--- src/rtl/alu_pkg.sv ---
// alu_pkg: widths, idle opcode and sweep states shared by the alu sweep sequencer.
package alu_pkg;
  localparam int CARD_W = 5;
  localparam int DATA_W = 32;
  localparam logic [CARD_W-1:0] CARD_IDLE = 5'd0;
  typedef enum logic [1:0] {IDLE, RUN, DONE} state_t;
endpackage

--- src/rtl/alu_sweep_collect.sv ---
// alu_sweep_collect: accumulates the F signature and per-opcode Cout/Zero masks.
module alu_sweep_collect
  import alu_pkg::*;
#(
  parameter int N = 16
) (
  input  logic              clk,
  input  logic              rst,
  input  logic              clr,
  input  logic              en,
  input  logic [CARD_W-1:0] idx,
  input  logic [DATA_W-1:0] f,
  input  logic              cout,
  input  logic              zero,
  output logic [DATA_W-1:0] sig,
  output logic [N-1:0]      cout_mask,
  output logic [N-1:0]      zero_mask
);
  // masks are cleared at sweep start and each bit is written once, so OR-in suffices
  always_ff @(posedge clk) begin
    if (rst || clr) begin
      sig       <= '0;
      cout_mask <= '0;
      zero_mask <= '0;
    end else if (en) begin
      sig       <= sig + f;
      cout_mask <= cout_mask | (N'(cout) << idx);
      zero_mask <= zero_mask | (N'(zero) << idx);
    end
  end
endmodule

--- src/rtl/alu_sweep_seq.sv ---
// alu_sweep_seq: sweeps alu opcodes OP_FIRST..OP_LAST on one latched operand set and collects results.
module alu_sweep_seq
  import alu_pkg::*;
#(
  parameter int OP_FIRST = 1,
  parameter int OP_LAST  = 16,
  parameter int SETTLE   = 0,
  localparam int N = OP_LAST - OP_FIRST + 1
) (
  input  logic              clk,
  input  logic              rst,
  input  logic              start,
  input  logic [DATA_W-1:0] a_in,
  input  logic [DATA_W-1:0] b_in,
  input  logic              cin_in,
  output logic [DATA_W-1:0] alu_a,
  output logic [DATA_W-1:0] alu_b,
  output logic              alu_cin,
  output logic [CARD_W-1:0] alu_card,
  input  logic [DATA_W-1:0] alu_f,
  input  logic              alu_cout,
  input  logic              alu_zero,
  output logic              busy,
  output logic              done,
  output logic [DATA_W-1:0] sig,
  output logic [N-1:0]      cout_mask,
  output logic [N-1:0]      zero_mask
);
  localparam int CW = SETTLE > 0 ? $clog2(SETTLE + 1) : 1;
  localparam logic [CW-1:0] SET_C = CW'(SETTLE);
  localparam logic [CARD_W-1:0] FIRST_C = CARD_W'(OP_FIRST);
  localparam logic [CARD_W-1:0] LAST_C = CARD_W'(OP_LAST);
  state_t state, state_n;
  logic [CARD_W-1:0] card_n;
  logic [CW-1:0] cnt, cnt_n;
  logic latch, sample;
  always_comb begin
    state_n = state;
    card_n  = alu_card;
    cnt_n   = cnt;
    latch   = 1'b0;
    sample  = 1'b0;
    case (state)
      IDLE: if (start) begin
        state_n = RUN;
        card_n  = FIRST_C;
        cnt_n   = '0;
        latch   = 1'b1;
      end
      RUN: if (cnt != SET_C) cnt_n = cnt + 1'b1;
      else begin
        sample  = 1'b1;
        state_n = alu_card == LAST_C ? DONE : RUN;
        card_n  = alu_card == LAST_C ? CARD_IDLE : alu_card + 1'b1;
        cnt_n   = '0;
      end
      default: state_n = IDLE;
    endcase
  end
  always_ff @(posedge clk) begin
    if (rst) begin
      state    <= IDLE;
      alu_card <= CARD_IDLE;
      cnt      <= '0;
      alu_a    <= '0;
      alu_b    <= '0;
      alu_cin  <= 1'b0;
    end else begin
      state    <= state_n;
      alu_card <= card_n;
      cnt      <= cnt_n;
      if (latch) begin
        alu_a   <= a_in;
        alu_b   <= b_in;
        alu_cin <= cin_in;
      end
    end
  end
  assign busy = state == RUN;
  assign done = state == DONE;
  alu_sweep_collect #(.N(N)) u_collect (
    .clk       (clk),
    .rst       (rst),
    .clr       (latch),
    .en        (sample),
    .idx       (alu_card - FIRST_C),
    .f         (alu_f),
    .cout      (alu_cout),
    .zero      (alu_zero),
    .sig       (sig),
    .cout_mask (cout_mask),
    .zero_mask (zero_mask)
  );
endmodule

--- config.mk ---
export PLATFORM = sky130hd
export DESIGN_NAME = alu_sweep_seq
export DESIGN_NICKNAME = d
export VERILOG_FILES = /design/src/rtl/alu_pkg.sv /design/src/rtl/alu_sweep_collect.sv /design/src/rtl/alu_sweep_seq.sv
export SDC_FILE = /design/constraint.sdc
export NUM_CORES = 1
export LEC_CHECK = 0
export CAP_MARGIN = 0
export CORE_ASPECT_RATIO = 0.5
export CORE_MARGIN = 2
export CORE_UTILIZATION = 45
export CTS_CLUSTER_DIAMETER = 100
export DETAILED_ROUTE_END_ITERATION = 6
export HOLD_SLACK_MARGIN = 0.03
export PLACE_DENSITY = 0.81
export SETUP_SLACK_MARGIN = 0.02
export SYNTH_ARGS = -nofsm -noshare
export SYNTH_HDL_FRONTEND = slang
export SYNTH_SLANG_ARGS = --single-unit
--- constraint.sdc ---
create_clock -name clk -period 3.89 [get_ports clk]
set_input_delay 0.778 -clock clk [delete_from_list [all_inputs] [get_ports clk]]
set_output_delay 0.778 -clock clk [all_outputs]
set_load 0.01 [all_outputs]
# Yosys cells after proc, flatten, opt, wreduce, memory -nomap -nowiden
# Index checks and enable logic that the tools add are counted.
# W data, S select, Z words.
# word_totals
wordCells,43
register_bits,137
output_inout_bits,136
# op_classes
bitwise,2
muxes,15
addsub,4
n_eq_ne,5
n_reduce_logical,6
shifts,2
# op_table
operator,n
$add A32 B32 Y32,1
$or A16 B16 Y16,2
$shl A1 B5 Y16,2
$mux W5,3
$pmux W5 S2,1
$mux W1,6
$mux W2,3
$add A5 B1 Y5 const B,1
$eq A5 B5 Y1 const B,1
$sub A5 B1 Y5 const B,1
$ne A2 B2 Y1 const B,2
$pmux W2 S2,1
$reduce_and A2 Y1,2
$reduce_and A3 Y1,1
$eq A2 B1 Y1 const B,1
$eq A2 B2 Y1 const B,1
$logic_not A2 Y1,1
$pmux W1 S2,1
$reduce_bool A2 Y1,1
$add A1 B1 Y1 const B,1
$logic_or A1 B1 Y1,1

# Logic depth before layout (Yosys ltp)
# logic_depth
word_depth,4
depth_mapped,11
depth_no_buf,11

# Cells and area by module
# Synthesis repeated with hierarchy kept, for this count alone.
# hier_totals
hier_cells,803
hier_area_um2,6590.1
# by_module_without_submodules
mod,cells_per_inst,seq_area_each_um2,area_each_um2,instances
alu_sweep_collect,473,1281.2,3952.5,1
alu_sweep_seq,330,1441.4,2637.5,1

# Least setup slack after synthesis
# No wires, ideal clock.
# synth_path
path_type,in2reg
start,input alu_f[0]
end,register u_collect.sig[24]
n_path_buf,0
setup_time_ps,132
arrival_ps,2979
path_slack_ps,779
cell_stages,11
path_cell_list,ha_1 -> fa_1 -> a21o_1 -> a21o_1 -> a21o_1 -> a31o_2 -> o21ai_2 -> a211oi_1 -> or3_1 -> nand3_1 -> a21oi_1
# synth_between
elab_chain_len,1
# synth_lines
item,line,rtl
start: declaration,alu_sweep_seq.sv:20,"input logic [DATA_W-1:0] alu_f,"
$add A32 B32 Y32,alu_sweep_collect.sv:26,sig <= sig + f;
end signal: assignment,alu_sweep_collect.sv:26,
end: declaration,alu_sweep_collect.sv:15,"output logic [DATA_W-1:0] sig,"
# No other way between the ends.
# A chain may end at the register's enable or synchronous reset.

# Worst setup path after layout
# Same ends and word-level chain as after synthesis.

==> results.py <==
metrics = {
    "outcome": {
        "status": "complete, no violations",
    },
    "timing": {
        "drv_slew": 0,
        "setup_viol": 0,
        "timing.slew.headroom_pct": 40.2,
        "tightest_slew_ns": 0.897,
        "tns_ns": 0,
        "rsz0062_at_grt": "no",
        "min_period_over_period_pct": 86.9,
        "final-hold-violation-count": 0,
        "finalCriticalPeriod_ns": 3.38,
        "finClkSkew_ns": 0.0126,
        "clock.fmax_ghz": 0.296,
    },
    "logic_synthesis": {
        "yosysWarningCount": 0,
        "yosysSeqAreaShare_pct": 43.3,
        "synth_cell_types": 51,
        "async_flop_share_pct": 0,
        "syn_inst": 799,
        "synth_edf_count": 0,
        "syn-cell-area_um2": 6290,
        "synthFlopType": "dfxtp_1",
        "avgSynthCellArea_um2": 7.88,
        "synth-seq-cells": 136,
        "syn_nets": 935,
    },
    "routing": {
        "postRouteAntennaNets": 0,
        "num_vias": 6265,
        "drcViolationCount": 0,
        "drtIter0Drc": 355,
        "totalWireLength_um": 17900,
        "drtPass1Iterations": 5,
        "routedWlPerCell_um": 14.7,
        "vias_per_cell": 5.14,
    },
    "clocking": {
        "clkTransAtPathRegs_ns": 0.07,
        "numCtsBuffers": 17,
        "clock_sinks": 136,
        "clockBufferDepth": 2,
        "htreeDepth": 4,
        "cts_tree": "yes",
        "ctsResizeCount": 0,
        "root_buffer": "clkbuf_16",
        "post-cts-setup-buffers": 0,
        "hold_buffers": 0,
        "clk_latency_ns": 0.41,
    },
    "worst_setup_path": {
        "cpLargestDelayFamily": "compound AO/OA/AOI/OAI gates",
        "path_cells": "clkdlybuf4s50_1, ha_1, fa_1, a21o_1, a21o_1, a21o_1, a31o_2, o21ai_2, a211oi_1, or3_1, nand3_1, a21oi_1",
        "worst-path-max-fanout": 4,
        "arrival_ns": 3.64,
        "cp_slowest_stage_delay_ns": 0.45,
        "cpMaxStageDelayCell": "clkdlybuf4s50_1",
        "path_class": "input port to flop",
        "cp.required_ns": 4.15,
        "rrSetupSlack_ns": 1.05,
        "cp-start-kind": "input port",
        "worstSetupEndpointType": "flop",
        "path_buf_inv": 1,
        "cp_common_cell": "a21o_1",
    },
    "layout": {
        "nets": 1150,
        "layout-drive-gt1-share_pct": 5.26,
        "layout_common_cells": "clkdlybuf4s50_1, nand2_1, a21oi_1",
        "stdcell_count": 1219,
        "num_antenna_cells": 0,
        "utilization_pct": 68.8,
        "syn_to_final_growth_pct": 48.5,
        "final_common_cell": "clkdlybuf4s50_1",
    },
    "floorplan": {
        "die_h_um": 87.6,
        "chipWidth_um": 171,
        "dieArea_um2": 15000,
        "fp-row-count": 30,
        "io_pins": 238,
        "core-area_um2": 13600,
        "initial_utilization_pct": 46.3,
    },
    "global_route": {
        "grt_pass1_vias": 6161,
        "grt_pass1_wl_um": 28900,
        "grtUsageTotal_pct": 24.0,
        "grt_max_degree": 73,
        "antenna_found_initial": 0,
        "gr-total-overflow": 0,
    },
    "power_and_ir_drop": {
        "pwr_density_cell_nw_per_um2": 401,
        "total_power_mw": 3.74,
        "p_leak_nw": 3.66,
        "ir_drop_mv": 0.288,
    },
    "place": {
        "dpl.cell_count": 1187,
        "port_buffers": 237,
        "place_congestion": 0.885,
        "dpl.hpwl_um": 12900,
    },
    "flow_run": {
        "timing.max_cap.violations": 0,
    },
    "min_path": {
        "hold_path.class": "flop to flop",
    },
}
## through the flow
step	worst slack [ns]	instance area [um^2]	hold slack (ns)
2_1_floorplan	0.779	6290	0.481
3_3_place_gp	0.144	8780	0.441
3_5_place_dp	0.0923	8780	0.446
4_1_cts	0.524	9350	0.454
5_1_grt	0.358	9350	0.472
6_report	0.508	9350	0.453
## worst reg2reg max path: stages, from the launching register on
cell and delay, ns:
dfxtp_1 0.32, ha_1 0.21, fa_1 0.41, a21o_1 0.20
a21o_1 0.22, a21o_1 0.20, a31o_2 0.25, o21ai_2 0.19
a211oi_1 0.16, or3_1 0.37, nand3_1 0.09, a21oi_1 0.08
## power breakdown
group	leakage, nW	total, mW	internal, mW	switching (mW)
Combinational	2.28	0.693	0.343	0.350
Sequential	1.11	1.50	1.46	0.0417
Clock	0.273	1.55	0.863	0.688
## cells by family after synthesis
logic type,after synthesis,share of synthesized area [%]
fa+ha+maj,34,6.88
buf+inv,56,3.36
compound gates,229,21.2
simple gates,311,20.7
flops,136,43.3
mux,2,0.318
xor+xnor,31,4.31
## metal layers
metal / GRT usage [%] / vias up / part of all wire, %
met2: 42.3 / 177 / 50
met4: 10.2 / 0 / 2.9
met3: 6.15 / 39 / 5.8
li1: - / 3158 / -
met1: 28.2 / 2891 / 42
met5: 0 / - / 0
## cell type report
cell class,count,area (um^2)
Sequential cell,136,2720
Clock buffer,18,439
Timing Repair Buffer,244,2420
Inverter,8,30.0
Fill cell,1111,4240
Tap cell,192,240
Multi-Input combinational cell,607,3370
Clock inverter,14,129
## path summary, 6_finish.rpt
check	startpoint	to	cells after the start
worst max-delay path	alu_f[0]	u_collect.sig[24]$_SDFFE_PP0P_	12
worst min-delay path	alu_a[13]$_SDFFE_PP0P_	alu_a[13]$_SDFFE_PP0P_	2
worst min register to register	alu_a[13]$_SDFFE_PP0P_	alu_a[13]$_SDFFE_PP0P_	2
worst max register to register	u_collect.sig[0]$_SDFFE_PP0P_	u_collect.sig[24]$_SDFFE_PP0P_	11
## synthesized netlist by cell type (2+ instances only)
library cell	number	area, um^2
a211oi_1	6	45.0
o21bai_1	5	37.5
buf_1	6	22.5
xor2_1	15	131
dfxtp_1	136	2720
o211ai_1	2	15.0
o21ai_2	2	17.5
a21o_1	17	128
inv_1	7	26.3
nor3b_1	4	30.0
a21oi_1	151	756
nand2b_1	5	31.3
mux2i_1	2	20.0
o21ai_0	15	75.1
a41oi_1	2	17.5
a21boi_0	2	15.0
ha_1	33	413
clkbuf_1	41	154
xnor2_1	16	140
nand3_1	9	45.0
and3_1	8	50.1
a31oi_1	7	43.8
a31o_2	2	17.5
nand2_1	198	743
or3_1	2	12.5
and2_1	7	43.8
nor2b_1	4	25.0
o21ai_1	4	20.0
nor3_1	9	45.0
o22ai_1	3	18.8
nor2_1	58	218
o21a_1	2	15.0
## sequential cells by signal, summed over array words and instances, names as in the netlist
register / count
alu_a: 32
alu_b: 32
u_collect.sig: 32
u_collect.cout_mask: 16
u_collect.zero_mask: 16
alu_card: 5
state: 2
alu_cin: 1
(Power assumes the default switching activity.)
